**src/rtl/sisc_ifetch_if.sv**
```systemverilog
// sisc_ifetch_if: fetch-stage bus bundle.
// Carries the imem req/ack, ir valid/ready and control redirects.
interface sisc_ifetch_if #(
   parameter int ADDR_W = 16
);
   logic              imem_req;
   logic [ADDR_W-1:0] imem_addr;
   logic              imem_ack;
   logic [31:0]       imem_rdata;
   logic [31:0]       ir;
   logic [ADDR_W-1:0] ir_pc;
   logic              ir_valid;
   logic              ir_ready;
   logic              br_taken;
   logic [ADDR_W-1:0] br_addr;
   logic              halt;
   logic              halted;

   modport master (
      output imem_req,
      output imem_addr,
      input  imem_ack,
      input  imem_rdata,
      output ir,
      output ir_pc,
      output ir_valid,
      input  ir_ready,
      input  br_taken,
      input  br_addr,
      input  halt,
      output halted
   );

   modport slave (
      input  imem_req,
      input  imem_addr,
      output imem_ack,
      output imem_rdata,
      input  ir,
      input  ir_pc,
      input  ir_valid,
      output ir_ready,
      output br_taken,
      output br_addr,
      output halt,
      input  halted
   );
endinterface

```
**src/rtl/sisc_ifetch.sv**
```systemverilog
// sisc_ifetch: instruction fetch stage feeding the SISC core ir input.
// Optional fetch counter port enabled by defining IFETCH_CNT_EN.
module sisc_ifetch #(
   parameter int                ADDR_W   = 16,
   parameter logic [ADDR_W-1:0] RESET_PC = '0
) (
   input  logic         clk,
   input  logic         rst_f,
`ifdef IFETCH_CNT_EN
   output logic [31:0]  fetch_cnt,
`endif
   sisc_ifetch_if.master bus
);

   typedef enum logic [1:0] {
      IDLE,
      REQ,
      HOLD,
      HALT
   } state_t;

   state_t            state;
   logic [ADDR_W-1:0] fetch_pc;
   logic              req_q;
   logic [ADDR_W-1:0] addr_q;
   logic [31:0]       ir_q;
   logic [ADDR_W-1:0] ir_pc_q;
   logic              valid_q;
   logic              halted_q;
   logic              take;

   // an ack only counts while our own request is on the bus
   assign take = (state == REQ) && req_q && bus.imem_ack;

   assign bus.imem_req  = req_q;
   assign bus.imem_addr = addr_q;
   assign bus.ir        = ir_q;
   assign bus.ir_pc     = ir_pc_q;
   assign bus.ir_valid  = valid_q;
   assign bus.halted    = halted_q;

   // fetch FSM with registered bus and ir outputs
   always_ff @(posedge clk or negedge rst_f) begin
      if (!rst_f) begin
         state    <= IDLE;
         fetch_pc <= RESET_PC;
         req_q    <= 1'b0;
         addr_q   <= RESET_PC;
         ir_q     <= 32'h0;
         ir_pc_q  <= '0;
         valid_q  <= 1'b0;
         halted_q <= 1'b0;
      end else begin
         unique case (state)
            IDLE: begin
               state  <= REQ;
               addr_q <= fetch_pc;
            end
            REQ: begin
               if (!req_q) begin
                  req_q  <= 1'b1;
                  addr_q <= fetch_pc;
               end else if (take) begin
                  ir_q     <= bus.imem_rdata;
                  ir_pc_q  <= fetch_pc;
                  valid_q  <= 1'b1;
                  fetch_pc <= fetch_pc + 1'b1;
                  req_q    <= 1'b0;
                  state    <= HOLD;
               end
            end
            HOLD: begin
               if (bus.ir_ready) begin
                  valid_q <= 1'b0;
                  if (bus.halt) begin
                     state    <= HALT;
                     halted_q <= 1'b1;
                  end else if (bus.br_taken) begin
                     fetch_pc <= bus.br_addr;
                     addr_q   <= bus.br_addr;
                     state    <= REQ;
                  end else begin
                     addr_q <= fetch_pc;
                     state  <= REQ;
                  end
               end
            end
            HALT: begin
               state <= HALT;
            end
            default: begin
               state <= IDLE;
            end
         endcase
      end
   end

`ifdef IFETCH_CNT_EN
   // saturating count of accepted memory responses
   always_ff @(posedge clk or negedge rst_f) begin
      if (!rst_f) begin
         fetch_cnt <= 32'h0;
      end else if (take && fetch_cnt != 32'hFFFF_FFFF) begin
         fetch_cnt <= fetch_cnt + 32'd1;
      end
   end
`endif

endmodule
```
**src/flat_wrapper.sv**
```systemverilog
// flat-port wrapper written by rule: the top's interface ports become plain ports
module sisc_ifetch_flat 
#(
   parameter int                ADDR_W   = 16,
   parameter logic [ADDR_W-1:0] RESET_PC = '0
)
  (clk, rst_f, bus_imem_req, bus_imem_addr, bus_imem_ack, bus_imem_rdata, bus_ir, bus_ir_pc, bus_ir_valid, bus_ir_ready, bus_br_taken, bus_br_addr, bus_halt, bus_halted);
  sisc_ifetch_if #(.ADDR_W(ADDR_W)) bus_i ();
  input  logic clk;
  input  logic rst_f;
  output wire logic [$bits(bus_i.imem_req)-1:0] bus_imem_req;
  output wire logic [$bits(bus_i.imem_addr)-1:0] bus_imem_addr;
  input wire logic [$bits(bus_i.imem_ack)-1:0] bus_imem_ack;
  input wire logic [$bits(bus_i.imem_rdata)-1:0] bus_imem_rdata;
  output wire logic [$bits(bus_i.ir)-1:0] bus_ir;
  output wire logic [$bits(bus_i.ir_pc)-1:0] bus_ir_pc;
  output wire logic [$bits(bus_i.ir_valid)-1:0] bus_ir_valid;
  input wire logic [$bits(bus_i.ir_ready)-1:0] bus_ir_ready;
  input wire logic [$bits(bus_i.br_taken)-1:0] bus_br_taken;
  input wire logic [$bits(bus_i.br_addr)-1:0] bus_br_addr;
  input wire logic [$bits(bus_i.halt)-1:0] bus_halt;
  output wire logic [$bits(bus_i.halted)-1:0] bus_halted;
  assign bus_imem_req = bus_i.imem_req;
  assign bus_imem_addr = bus_i.imem_addr;
  assign bus_i.imem_ack = bus_imem_ack;
  assign bus_i.imem_rdata = bus_imem_rdata;
  assign bus_ir = bus_i.ir;
  assign bus_ir_pc = bus_i.ir_pc;
  assign bus_ir_valid = bus_i.ir_valid;
  assign bus_i.ir_ready = bus_ir_ready;
  assign bus_i.br_taken = bus_br_taken;
  assign bus_i.br_addr = bus_br_addr;
  assign bus_i.halt = bus_halt;
  assign bus_halted = bus_i.halted;
  sisc_ifetch #(.ADDR_W(ADDR_W), .RESET_PC(RESET_PC)) u_core (.clk(clk), .rst_f(rst_f), .bus(bus_i));
endmodule
```
**config.mk**
```make
export PLATFORM = sky130hd
export DESIGN_NAME = sisc_ifetch_flat
export DESIGN_NICKNAME = d
export VERILOG_FILES = /design/src/rtl/sisc_ifetch_if.sv /design/src/rtl/sisc_ifetch.sv /design/src/flat_wrapper.sv
export SDC_FILE = /design/constraint.sdc
export NUM_CORES = 1
export LEC_CHECK = 0
export ABC_AREA = 1
export CORE_MARGIN = 10
export CORE_UTILIZATION = 40
export CTS_BUF_LIST = sky130_fd_sc_hd__clkbuf_4
export DETAILED_ROUTE_END_ITERATION = 16
export GPL_TIMING_DRIVEN = 0
export HOLD_SLACK_MARGIN = 0.05
export PLACE_DENSITY = 0.75
export SETUP_SLACK_MARGIN = 0.1
export SKIP_LAST_GASP = 1
export SLEW_MARGIN = 20
export SYNTH_ARGS = -nofsm -noshare
export SYNTH_HDL_FRONTEND = slang
export SYNTH_SLANG_ARGS = --single-unit
export TNS_END_PERCENT = 1
```
**constraint.sdc**
```tcl
create_clock -name clk -period 2 [get_ports clk]
set_clock_uncertainty 0.1 [all_clocks]
set_input_delay 0.3 -clock clk [delete_from_list [all_inputs] [get_ports clk]]
set_output_delay 0.3 -clock clk [all_outputs]
set_load 0.03 [all_outputs]
```
* Word level (Yosys, flattened, before mapping)
Cells that the tools add are included.
** Storage, ports and cells
- Word-level logic and storage cells :: 47
- Bits of input ports :: 54
- Output and inout bits :: 67
- Register bits :: 85
** Operators by class
- Multiplexer cells :: 19
- Equality and inequality tests :: 8
- Add/sub/neg operators :: 1
- Reductions and logical operators :: 11
** Operators by type and width (number)
- 16-bit 2-to-1 mux :: 6
- 16-bit one-hot mux with 3 select lines :: 1
- 16-bit one-hot mux with 2 select lines :: 1
- 16-bit by 1-bit adder with 16-bit output (second input constant) :: 1
- 3-bit AND reduction :: 3
- 2-bit 2-to-1 mux :: 4
- 2-bit one-hot mux with 4 select lines :: 1
- 4-bit AND reduction :: 2
- 2-bit inequality test (second input constant) :: 3
- 1-bit 2-to-1 mux :: 5
- 5-bit AND reduction :: 1
- 2-bit equality test (second input constant) :: 2
- 2-bit by 1-bit inequality test with 1-bit output (second input constant) :: 2
- 3-bit nonzero test :: 1
- 2-bit by 1-bit equality test with 1-bit output (second input constant) :: 1
- 1-bit logical AND :: 2
- 2-bit logical NOT :: 1
- 1-bit one-hot mux with 2 select lines :: 1
- 2-bit nonzero test :: 1

* Logic depth before layout (Yosys ltp)
Gate-level depths: netlist of the first run.
- Depth after elaboration :: 6
- Mapped depth :: 9
- Mapped depth without buffers :: 9

* Worst setup path before layout of the first run
Ideal clock, no wire load.
- Path type :: register to register
- Start :: register u_core.req_q, in the netlist u_core.bus.imem_req
- End :: register u_core.ir_q[10], in the netlist u_core.bus.ir[10]
- Setup slack :: 0.359 ns
- Cell stages (with the launch flop) :: 7
- Data arrival time :: 1.416 ns
- Library setup time :: 0.125 ns
- Cells stage by stage :: dfrtp_1 > nand2_1 > inv_1 > nand2_1 > buf_2 > buf_6 > mux2_2
** Between the ends
- Cells in the longest elaborated chain, start to end :: 3
** Ends and longest elaborated chain
- from (decl) :: RTL line sisc_ifetch.sv:24 : logic req_q;
- from (signal assigned) :: RTL line sisc_ifetch.sv:47 : req_q <= 1'b0;
- from (signal assigned) :: RTL line sisc_ifetch.sv:61 : req_q <= 1'b1;
- from (signal assigned) :: RTL line sisc_ifetch.sv:68 : req_q <= 1'b0;
- 1-bit logical AND (2 in series) :: RTL line sisc_ifetch.sv:33 : assign take = (state == REQ) && req_q && bus.imem_ack;
- 3-bit AND reduction (no line) (*)
- to (signal assigned) :: RTL line sisc_ifetch.sv:64 : ir_q <= bus.imem_rdata;
- to (decl) :: RTL line sisc_ifetch.sv:26 : logic [31:0] ir_q;
Every way passes the cells marked *; elsewhere a longest branch is shown, timed or not.
A chain may end at the register's enable or synchronous reset.

* Worst setup path in the final report of the first run
- Start :: register u_core.addr_q[4], in the netlist u_core.bus.imem_addr[4]
- End :: output port bus_imem_addr[4]
** RTL lines
- from (decl) :: RTL line sisc_ifetch.sv:25 : logic [ADDR_W-1:0] addr_q;
- from (signal assigned) :: RTL line sisc_ifetch.sv:57 : addr_q <= fetch_pc;
- from (signal assigned) :: RTL line sisc_ifetch.sv:62 : addr_q <= fetch_pc;
- from (signal assigned) :: RTL line sisc_ifetch.sv:80 : addr_q <= bus.br_addr;
- to (decl) :: RTL line flat_wrapper.sv:12 : output wire logic [$bits(bus_i.imem_addr)-1:0] bus_imem_addr;
No word-level cell between the ends.

==> results.py, run 1 <==
metrics = {
    "status": {
        "status": "finished, final reports clean",
    },
    "route": {
        "drc": 0,
        "drtIter0Drc": 349,
        "ant_nets": 0,
        "firstDrtPassIters": 5,
        "totalWireLength_mm": 12.2,
        "avgRoutedWirePerCell_um": 16.7,
        "vias": 3601,
        "avgViaCountPerCell": 4.94,
    },
    "clock_network": {
        "cts_tree": "done",
        "clkTransAtPathRegs_ps": 140,
        "clock-sinks": 85,
        "cts_max_level": 3,
        "clockBufferDepth": 2,
        "clk-insertion-delay-late_ps": 450,
        "post_cts_buffers": 0,
        "root_buffer": "clkbuf_4",
        "cts_buffers": 9,
    },
    "cells_and_area": {
        "multiInputGateArea_mm2": 0.00160,
        "drive_gt1_frac": 0.117,
        "seq_area_mm2": 0.00213,
        "num_antenna_cells": 0,
        "syn2layout_area_growth_pct": 39.8,
        "fin_cells": 729,
        "postLayoutCoreUtil": 0.572,
        "fillers": 887,
        "fin_nets": 646,
    },
    "sta": {
        "fin_crit_sh": 0.973,
        "setup_viol": 0,
        "worst_slack_ps": 54.6,
        "min_period_ps": 1950,
        "slew_headroom": 0.624,
        "rsz0062_at_grt": "yes",
        "worst_pin_slew_ps": 564,
        "finalHoldWorstSlack_ps": 210,
        "finalSetupTns_ps": 0,
        "fmaxAchievable_mhz": 514,
        "slew_violations": 0,
        "hold_viol": 0,
    },
    "place": {
        "numPortBuffers": 120,
        "dp.final_hpwl_mm": 9.36,
        "routabilityCongestion": 0.870,
        "pre_cts_slack_ps": -247,
        "dp_cells": 712,
    },
    "worst_setup_path": {
        "end_kind": "primary output",
        "critPathBufInv": 1,
        "path_depth": 1,
        "slowest_stage": "clkdlybuf4s50_1",
        "startpoint_type": "flip-flop",
        "path_class": "flip-flop to primary output",
        "cp_top_family": "buffers and inverters",
        "cp.arrival_ps": 1550,
        "cp_cell_sequence": "clkdlybuf4s50_1",
        "ff2ff_path_depth": 7,
        "path_max_fanout": 2,
        "crit_required_ps": 1600,
        "max_stage_delay_ps": 690,
    },
    "floorplanning": {
        "ios": 121,
        "start_util": 0.409,
        "die_w_um": 120,
        "die_h_um": 120,
        "fp.dieArea_mm2": 0.0144,
        "core_mm2": 0.00977,
        "placementRows": 36,
    },
    "synthesis": {
        "synth.avg_cell_area_um2": 8.73,
        "synthCells": 458,
        "seq_area_frac_synth": 0.532,
        "ys_ff_latch": 85,
        "yosysWarnings": 0,
        "synth_area_mm2": 0.00400,
        "synth_cell_types": 21,
        "syn_nets": 513,
    },
    "power": {
        "cellLeakagePower_nw": 2.61,
        "peakVddDrop_mv": 0.767,
        "p_per_area_mw_per_mm2": 1550,
    },
    "job": {
        "cap_violations": 0,
    },
    "global_route": {
        "overflow": 0,
        "grt_usage": 0.171,
        "grt_pass1_wl_mm": 19.6,
        "grt_pass1_vias": 3699,
        "antenna_found_initial": 0,
        "grt_start_max_net_pins": 54,
    },
    "hold_path": {
        "hold_class": "primary input to async pin",
    },
}
[Yosys cell counts]
cell type	count	area share
o21ai_0	55	0.069
inv_1	42	0.039
nor2_2	1	0.0016
nand2_1	111	0.10
ha_1	1	0.0031
nand4_1	3	0.0047
a21oi_1	19	0.024
nor2_1	42	0.039
buf_2	10	0.013
mux2_2	32	0.090
nor3_2	1	0.0025
buf_1	1	0.00094
o211ai_1	6	0.011
dfrtp_1	85	0.53
inv_2	2	0.0019
o21a_1	2	0.0038
clkbuf_1	6	0.0056
nand2_2	2	0.0031
nand3_1	33	0.041
a21o_1	1	0.0019
buf_6	3	0.0084
[routing by layer]
layer	part of all wire	track usage
met5	0	0
met4	0.015	0.0611
met3	0.084	0.0450
met2	0.44	0.261
met1	0.46	0.228
[state kept, by name, summed over array words and instances (netlist names)]
| name | cells |
|---|---|
| u_core.state | 2 |
| u_core.bus.ir_valid | 1 |
| u_core.bus.ir_pc | 16 |
| u_core.fetch_pc | 16 |
| u_core.bus.halted | 1 |
| u_core.bus.imem_addr | 16 |
| u_core.bus.ir | 32 |
| u_core.bus.imem_req | 1 |
[placed cells by master, fill, tap and decap left out]
cell type,instances
bufinv_16,3
dfrtp_1,85
nor3_2,1
ha_1,1
clkdlybuf4s50_1,117
dlygate4sd2_1,1
dlymetal6s2s_1,1
clkinv_4,1
o21a_1,2
nand2_2,2
inv_6,2
dlygate4sd3_1,1
a21oi_1,19
nand4_1,3
buf_2,10
o211ai_1,6
inv_2,2
buf_6,3
nor2_2,1
buf_16,1
mux2_2,32
nor2_1,42
inv_1,42
nand3_1,33
a21o_1,1
clkinv_1,1
buf_4,1
clkbuf_1,5
clkbuf_4,9
clkbuf_2,2
nand2_1,111
o21ai_0,55
[metrics by stage]
step / total power, mW / cell area, um^2
2_1_floorplan: 5.52 / 4000
3_3_place_gp: 7.35 / 5370
3_5_place_dp: 7.44 / 5390
4_1_cts: 8.72 / 5590
5_1_grt: 9.23 / 5590
6_report: 8.65 / 5590
[where the power goes]
group	internal, mW	total (mW)	leakage (nW)	switching, mW
combinational	1.83	4.41	1.45	2.58
clock	0.640	1.28	0.0986	0.636
sequential	2.47	2.97	1.07	0.492
[final cells by class]
| class | count | area share |
|---|---|---|
| clock buffers | 9 | 0.0121 |
| clock inverters | 7 | 0.0215 |
| plain buffers | 20 | 0.0201 |
| well taps | 133 | 0.0297 |
| flip-flops and latches | 85 | 0.380 |
| multi-input cells | 309 | 0.286 |
| repair buffers | 122 | 0.221 |
| inverters | 44 | 0.0295 |
[cells by family after synthesis]
kind of cell,count (synthesis),share of synthesized area
compound gates,83,0.109
fa+ha+maj,1,0.00313
buf+inv,64,0.0688
flops,85,0.532
mux,32,0.0901
simple gates,193,0.197
[timing repair]
| action | in CTS | in global routing |
|---|---|---|
| hold buffers | 1 | 0 |
| hold endpoints to repair | 32 | 0 |
| endpoints found under the setup margin | 66 | 81 |
| resized for setup | 1 | 4 |
[final timing paths]
kind                                                startpoint                              to  slack (ps)
min                                                      rst_f   u_core.bus.ir[27]$_DFFE_PN0P_         210
min reg2reg                      u_core.bus.halted$_DFFE_PN0P_   u_core.bus.halted$_DFFE_PN0P_         380
max                        u_core.bus.imem_addr[4]$_DFFE_PN0P_                bus_imem_addr[4]          50
max in group asynchronous                                rst_f  u_core.fetch_pc[0]$_DFFE_PN0P_         970
max reg2reg                        u_core.state[1]$_DFFE_PN0P_  u_core.fetch_pc[3]$_DFFE_PN0P_         230
min in group clk                            bus_imem_rdata[17]   u_core.bus.ir[17]$_DFFE_PN0P_         350
Note: power is estimated with default switching activity, not from simulation.
==> run 2, diff against run 1 <==
--- a/config.mk
+++ b/config.mk
@@ -6,6 +6,7 @@
 export NUM_CORES = 1
 export LEC_CHECK = 0
 export ABC_AREA = 1
+export CAP_MARGIN = 20
 export CORE_MARGIN = 10
 export CORE_UTILIZATION = 40
 export CTS_BUF_LIST = sky130_fd_sc_hd__clkbuf_4
==> results of run 2 <==
The final DEF is identical to that of run 1; final timing and power are the same.
